File: src/rtl/ahb_mtx_pkg.sv
// ahb_mtx_pkg: shared AHB bus-matrix encodings and the held-burst substitution rule
// Contents: HTRANS, HBURST and HRESP encodings; held_burst() helper
package ahb_mtx_pkg;

    localparam logic [1:0] HTRANS_IDLE   = 2'b00;
    localparam logic [1:0] HTRANS_BUSY   = 2'b01;
    localparam logic [1:0] HTRANS_NONSEQ = 2'b10;
    localparam logic [1:0] HTRANS_SEQ    = 2'b11;

    localparam logic [2:0] HBURST_SINGLE = 3'b000;
    localparam logic [2:0] HBURST_INCR   = 3'b001;

    localparam logic HRESP_OKAY  = 1'b0;
    localparam logic HRESP_ERROR = 1'b1;

    // A held SEQ beat is replayed as a fresh NONSEQ; a fixed-length burst can no
    // longer be counted from here on, so it is downgraded to undefined-length INCR.
    function automatic logic [2:0] held_burst(input logic [1:0] trans, input logic [2:0] burst);
        return (trans == HTRANS_SEQ && burst != HBURST_SINGLE) ? HBURST_INCR : burst;
    endfunction

endpackage

File: src/rtl/ahb_mtx_hold_reg.sv
// ahb_mtx_hold_reg: load-enabled address/control bank with pend/live output mux
// Ports: HCLK/HRESET clock and sync active-high reset; load captures the live
//        HxxxS controls; pend selects the held bank (NONSEQ/INCR substituted)
//        instead of the live controls on the *_ip outputs.
module ahb_mtx_hold_reg
    import ahb_mtx_pkg::*;
#(
    parameter int ADDR_W = 32,
    parameter int USER_W = 4,
    parameter int MID_W  = 4
) (
    input  logic              HCLK,
    input  logic              HRESET,
    input  logic              load,
    input  logic              pend,
    input  logic              HSELS,
    input  logic [ADDR_W-1:0] HADDRS,
    input  logic [USER_W-1:0] HAUSERS,
    input  logic [1:0]        HTRANSS,
    input  logic              HWRITES,
    input  logic [2:0]        HSIZES,
    input  logic [2:0]        HBURSTS,
    input  logic [3:0]        HPROTS,
    input  logic [MID_W-1:0]  HMASTERS,
    input  logic              HMASTLOCKS,
    output logic              sel_ip,
    output logic [ADDR_W-1:0] addr_ip,
    output logic [USER_W-1:0] auser_ip,
    output logic [1:0]        trans_ip,
    output logic              write_ip,
    output logic [2:0]        size_ip,
    output logic [2:0]        burst_ip,
    output logic [3:0]        prot_ip,
    output logic [MID_W-1:0]  master_ip,
    output logic              mastlock_ip
);

    logic              sel_q;
    logic [ADDR_W-1:0] addr_q;
    logic [USER_W-1:0] auser_q;
    logic [1:0]        trans_q;
    logic              write_q;
    logic [2:0]        size_q;
    logic [2:0]        burst_q;
    logic [3:0]        prot_q;
    logic [MID_W-1:0]  master_q;
    logic              mastlock_q;

    always_ff @(posedge HCLK) begin
        if (HRESET) begin
            sel_q      <= 1'b0;
            addr_q     <= '0;
            auser_q    <= '0;
            trans_q    <= HTRANS_IDLE;
            write_q    <= 1'b0;
            size_q     <= '0;
            burst_q    <= HBURST_SINGLE;
            prot_q     <= '0;
            master_q   <= '0;
            mastlock_q <= 1'b0;
        end else if (load) begin
            sel_q      <= HSELS;
            addr_q     <= HADDRS;
            auser_q    <= HAUSERS;
            trans_q    <= HTRANSS;
            write_q    <= HWRITES;
            size_q     <= HSIZES;
            burst_q    <= HBURSTS;
            prot_q     <= HPROTS;
            master_q   <= HMASTERS;
            mastlock_q <= HMASTLOCKS;
        end
    end

    always_comb begin
        sel_ip      = pend ? sel_q                      : HSELS;
        addr_ip     = pend ? addr_q                     : HADDRS;
        auser_ip    = pend ? auser_q                    : HAUSERS;
        trans_ip    = pend ? HTRANS_NONSEQ              : HTRANSS;
        write_ip    = pend ? write_q                    : HWRITES;
        size_ip     = pend ? size_q                     : HSIZES;
        burst_ip    = pend ? held_burst(trans_q, burst_q) : HBURSTS;
        prot_ip     = pend ? prot_q                     : HPROTS;
        master_ip   = pend ? master_q                   : HMASTERS;
        mastlock_ip = pend ? mastlock_q                 : HMASTLOCKS;
    end

endmodule

File: src/rtl/ahb_mtx_input_stage_hold.sv
// ahb_mtx_input_stage_hold: master-facing bus-matrix input stage that holds un-granted address phases
// Ports: HCLK/HRESET clock and sync active-high reset; HxxxS master address
//        phase and looped-back HREADYS; active_ip/readyout_ip/resp_ip from the
//        output stages; *_ip controls and held_tran_ip to the output stages;
//        HREADYOUTS/HRESPS back to the master.
module ahb_mtx_input_stage_hold
    import ahb_mtx_pkg::*;
#(
    parameter int ADDR_W = 32,
    parameter int USER_W = 4,
    parameter int MID_W  = 4
) (
    input  logic              HCLK,
    input  logic              HRESET,
    input  logic              HSELS,
    input  logic [ADDR_W-1:0] HADDRS,
    input  logic [USER_W-1:0] HAUSERS,
    input  logic [1:0]        HTRANSS,
    input  logic              HWRITES,
    input  logic [2:0]        HSIZES,
    input  logic [2:0]        HBURSTS,
    input  logic [3:0]        HPROTS,
    input  logic [MID_W-1:0]  HMASTERS,
    input  logic              HMASTLOCKS,
    input  logic              HREADYS,
    input  logic              active_ip,
    input  logic              readyout_ip,
    input  logic              resp_ip,
    output logic              sel_ip,
    output logic [ADDR_W-1:0] addr_ip,
    output logic [USER_W-1:0] auser_ip,
    output logic [1:0]        trans_ip,
    output logic              write_ip,
    output logic [2:0]        size_ip,
    output logic [2:0]        burst_ip,
    output logic [3:0]        prot_ip,
    output logic [MID_W-1:0]  master_ip,
    output logic              mastlock_ip,
    output logic              held_tran_ip,
    output logic              HREADYOUTS,
    output logic              HRESPS
);

    logic trans_valid;
    logic pend_tran;
    logic data_phase;
    logic take;

    assign trans_valid = HSELS & HREADYS & HTRANSS[1];
    // The held address is accepted by its output stage: leave pend and enter
    // the data phase on the same edge.
    assign take = pend_tran & active_ip & readyout_ip;

    always_ff @(posedge HCLK) begin
        if (HRESET) begin
            pend_tran  <= 1'b0;
            data_phase <= 1'b0;
        end else begin
            if (trans_valid & ~active_ip)
                pend_tran <= 1'b1;
            else if (take)
                pend_tran <= 1'b0;
            if (take)
                data_phase <= 1'b1;
            else if (HREADYS)
                data_phase <= trans_valid & active_ip;
        end
    end

    ahb_mtx_hold_reg #(
        .ADDR_W(ADDR_W),
        .USER_W(USER_W),
        .MID_W (MID_W)
    ) u_hold (
        .HCLK       (HCLK),
        .HRESET     (HRESET),
        .load       (trans_valid),
        .pend       (pend_tran),
        .HSELS      (HSELS),
        .HADDRS     (HADDRS),
        .HAUSERS    (HAUSERS),
        .HTRANSS    (HTRANSS),
        .HWRITES    (HWRITES),
        .HSIZES     (HSIZES),
        .HBURSTS    (HBURSTS),
        .HPROTS     (HPROTS),
        .HMASTERS   (HMASTERS),
        .HMASTLOCKS (HMASTLOCKS),
        .sel_ip     (sel_ip),
        .addr_ip    (addr_ip),
        .auser_ip   (auser_ip),
        .trans_ip   (trans_ip),
        .write_ip   (write_ip),
        .size_ip    (size_ip),
        .burst_ip   (burst_ip),
        .prot_ip    (prot_ip),
        .master_ip  (master_ip),
        .mastlock_ip(mastlock_ip)
    );

    always_comb begin
        held_tran_ip = pend_tran | trans_valid;
        HREADYOUTS   = pend_tran ? 1'b0 : data_phase ? readyout_ip : 1'b1;
        HRESPS       = data_phase ? resp_ip : HRESP_OKAY;
    end

endmodule

File: config.mk
export PLATFORM = sky130hd
export DESIGN_NAME = ahb_mtx_input_stage_hold
export DESIGN_NICKNAME = d
export VERILOG_FILES = /design/src/rtl/ahb_mtx_pkg.sv /design/src/rtl/ahb_mtx_hold_reg.sv /design/src/rtl/ahb_mtx_input_stage_hold.sv
export SDC_FILE = /design/constraint.sdc
export NUM_CORES = 1
export LEC_CHECK = 0
export CAP_MARGIN = 5
export CORE_MARGIN = 8
export CORE_UTILIZATION = 45
export DETAILED_ROUTE_END_ITERATION = 10
export GPL_TIMING_DRIVEN = 0
export PLACE_DENSITY = 0.81
export SETUP_SLACK_MARGIN = 0.3
export SYNTH_ARGS = -nofsm -noshare
export SYNTH_HDL_FRONTEND = slang
export SYNTH_SLANG_ARGS = --single-unit
File: constraint.sdc
create_clock -name HCLK -period 1.4 [get_ports HCLK]
set_input_delay 0.28 -clock HCLK [delete_from_list [all_inputs] [get_ports HCLK]]
set_output_delay 0.28 -clock HCLK [all_outputs]
set_load 0.03 [all_outputs]
==> out/qor.txt <==
status - finished with violations
failing checks - negative setup slack
Avg Cell Area, Syn - 10.2 um2
Filler Cell Count - 518
Worst setup EP type - primary output
kind of critical path - reg2out
LEAKAGE - 0.00210 uW
Crit path arrival time - 1.44 ns
Buffers on Ports - 117
register area share after synthesis - 34.9%
Root Driver - clkbuf_8
antenna fix cells - 0
FF/Latch Area - 1150 um2
H-tree levels - 3
CTS Buffer Depth - 2
maximum vdd drop - 576 uV
fmax - 583 MHz
Initial Util - 45.8%
Cell Rows - 31
Overflow after GRT - 0
Worst Skew - 0.000151 ns
vias per cell - 4.86
Die Y - 101 um
XOR/XNOR Fraction of Synth Area - 0%
worst setup slack after layout - -0.315 ns
hpwl dp - 6470 um
crit-path cells - buf_12 > buf_12 > mux2_4 > buf_6
post-synthesis compound-gate area fraction - 1.99%
first-pass GRT wire length - 13600 um
mux cell area share after synthesis - 33.5%
synthesis-to-layout area growth - 60.9%
CTS tree - done
vias in the first global route - 2788
CTS clk-pin slew, worst paths - 0.07 ns
required time of the critical path - 1.12 ns
largest net degree at the start of global routing - 11
PD cells - 868 nW/um2
clk sinks - 57
Post-Syn Area - 3270 um2
final setup vio count - 57
Least-Margin Pin Slew - 0.372 ns
area of the multi-input gates - 2160 um2
Max Slew Vio Count - 0
post-route ant nets - 0
DRT iter0 DRCs - 63
cell mode on critical path - buf_12
remaining routing DRC violations - 0
RSZ-0062 raised after global routing - true
adder-cell share of the synthesized area - 0%
CORE AREA - 7140 um2
Hold Buf Count CTS - 0
routed vias - 2705
Critical Path Start Type - flip-flop
worst hold slack - 0.294 ns
combinational family with the most area after synthesis - multiplexers
IO Pins - 119
drt first pass iters - 4
fin util - 73.7%
yosys synthesis warning count - 0
fin crit period - 1.72 ns
Cell variety after synth - 22
Final period util - 123%
Inserted Clock Buffers - 9
total track usage - 16.6%
RD Place Congestion - 0.760
Routed WL per cell - 15.6 um
Fin. Hold Viols - 0
critical path's slowest cell - dfxtp_2
max-capacitance violation count - 0
Slew HR - 75.2%
die width - 101 um
worst hold path type - in2reg
die area - 10200 um2
Synth Area in Simple Gates - 23.0%
initial antenna violation count - 0
CP peak stage delay - 0.34 ns
#FFs+latches synth - 57
synthesized instance count - 320
layout cells sized above 1 - 34.3%
crit-path max FO - 10
Net Count, Synth - 381
final WL - 8710 um
Net count, final - 514
Worst-Skew Late Latency - 0.32 ns
==> stage by stage <==
stage | TNS, ns | total power [uW] | setup WS (ns) | cells | cell area (um2)
final | -16.22 | 4560 | -0.315 | 557 | 5260
after floorplan | 0 | 2410 | 0.169 | 320 | 3580
after CTS | -17.13 | 4590 | -0.328 | 555 | 5230
after global routing | -18.73 | 4730 | -0.357 | 557 | 5260
after detailed placement | -42.24 | 2880 | -0.948 | 536 | 4870
after global placement | -41.59 | 2870 | -0.961 | 536 | 4870
==> sequential cells by signal, indices dropped and copies added, names as in the netlist <==
name and count:
data_phase 1, pend_tran 1, u_hold.addr_q 32, u_hold.auser_q 4, u_hold.burst_q 3, u_hold.master_q 4
u_hold.mastlock_q 1, u_hold.prot_q 4, u_hold.sel_q 1, u_hold.size_q 3, u_hold.trans_q 2, u_hold.write_q 1
==> layout make-up <==
| type | count | area share [%] |
|---|---|---|
| Inverter | 4 | 0.286 |
| Clock inverter | 4 | 0.952 |
| Buffer | 25 | 5.83 |
| Multi-Input combinational cell | 234 | 41.1 |
| Sequential cell | 57 | 21.8 |
| Tap cell | 99 | 2.36 |
| Clock buffer | 12 | 3.14 |
| Timing Repair Buffer | 122 | 24.5 |
==> critical path: cells and delay by family, from the launching register on <==
kind	cells	cell delay, ns
mux	1	0.32
buf+inv	3	0.44
flops	1	0.34
==> repair_timing <==
item	4_1_cts	5_1_grt
buffers inserted	3	2
pin swaps	2	2
endpoints found under the setup margin	111	108
resized for setup	424	9
==> per-layer routing <==
layer / vias up / share of wire, % / track usage [%]
met4: 0 / 1.8 / 6.53
met2: 80 / 48 / 28.4
li1: 1344 / - / -
met1: 1271 / 44 / 19.4
met3: 10 / 6.3 / 3.85
met5: - / 0 / 0
==> where the power goes <==
group / switching [uW] / internal (uW)
combinational: 528 / 661
sequential: 32.3 / 1680
clock: 698 / 966
==> cell usage after synthesis, drive strengths merged <==
library cell  count  share of area, %
nand4             1              0.19
and2              2              0.38
nand4b            1              0.27
nor2              3              0.34
nand2             2              0.23
clkbuf           11               1.3
nand3             1              0.15
and3              1              0.34
a21oi             2              0.31
nor2b             1              0.19
mux2             50                17
dfxtp            57                35
mux2i            53                16
a31oi             4              0.77
inv               4              0.46
nand2b          107                20
buf              14               4.9
o211ai            1              0.23
or2               2              0.38
o22ai             2              0.38
a21bo             1              0.31
==> path summary, 6_finish.rpt <==
| path | start | end | slack (ns) | cells after the start |
|---|---|---|---|---|
| hold reg to reg | u_hold.addr_q[13]$_SDFFE_PP0P_ | u_hold.addr_q[13]$_SDFFE_PP0P_ | 0.48 | 2 |
| setup reg to reg | pend_tran$_SDFFE_PP0P_ | data_phase$_SDFFE_PP0P_ | 0.48 | 4 |
| hold / removal | HSELS | data_phase$_SDFFE_PP0P_ | 0.29 | 3 |
| setup / recovery | pend_tran$_SDFFE_PP0P_ | addr_ip[11] | -0.32 | 4 |
==> cell families after synthesis <==
kind of cell,count (synthesis)
AO/OA/AOI/OAI,10
buffers and inverters,29
flip-flops,57
multiplexers,103
AND/OR/NAND/NOR,121
==> layout by cell type (no fill, tap or decap), drive strengths merged, types with 2 or more instances in the layout <==
cell           Yosys  final
mux2i             53     53
and2               2      2
clkdlybuf4s50      0     55
inv                4      4
nor2               3      3
buf               14     77
clkinvlp           0      2
mux2              50     50
nand2              2      2
dfxtp             57     57
o22ai              2      2
or2                2      2
a21oi              2      2
a31oi              4      4
nand2b           107    107
clkbuf            11     25
Power figures use the tool's default switching activity.
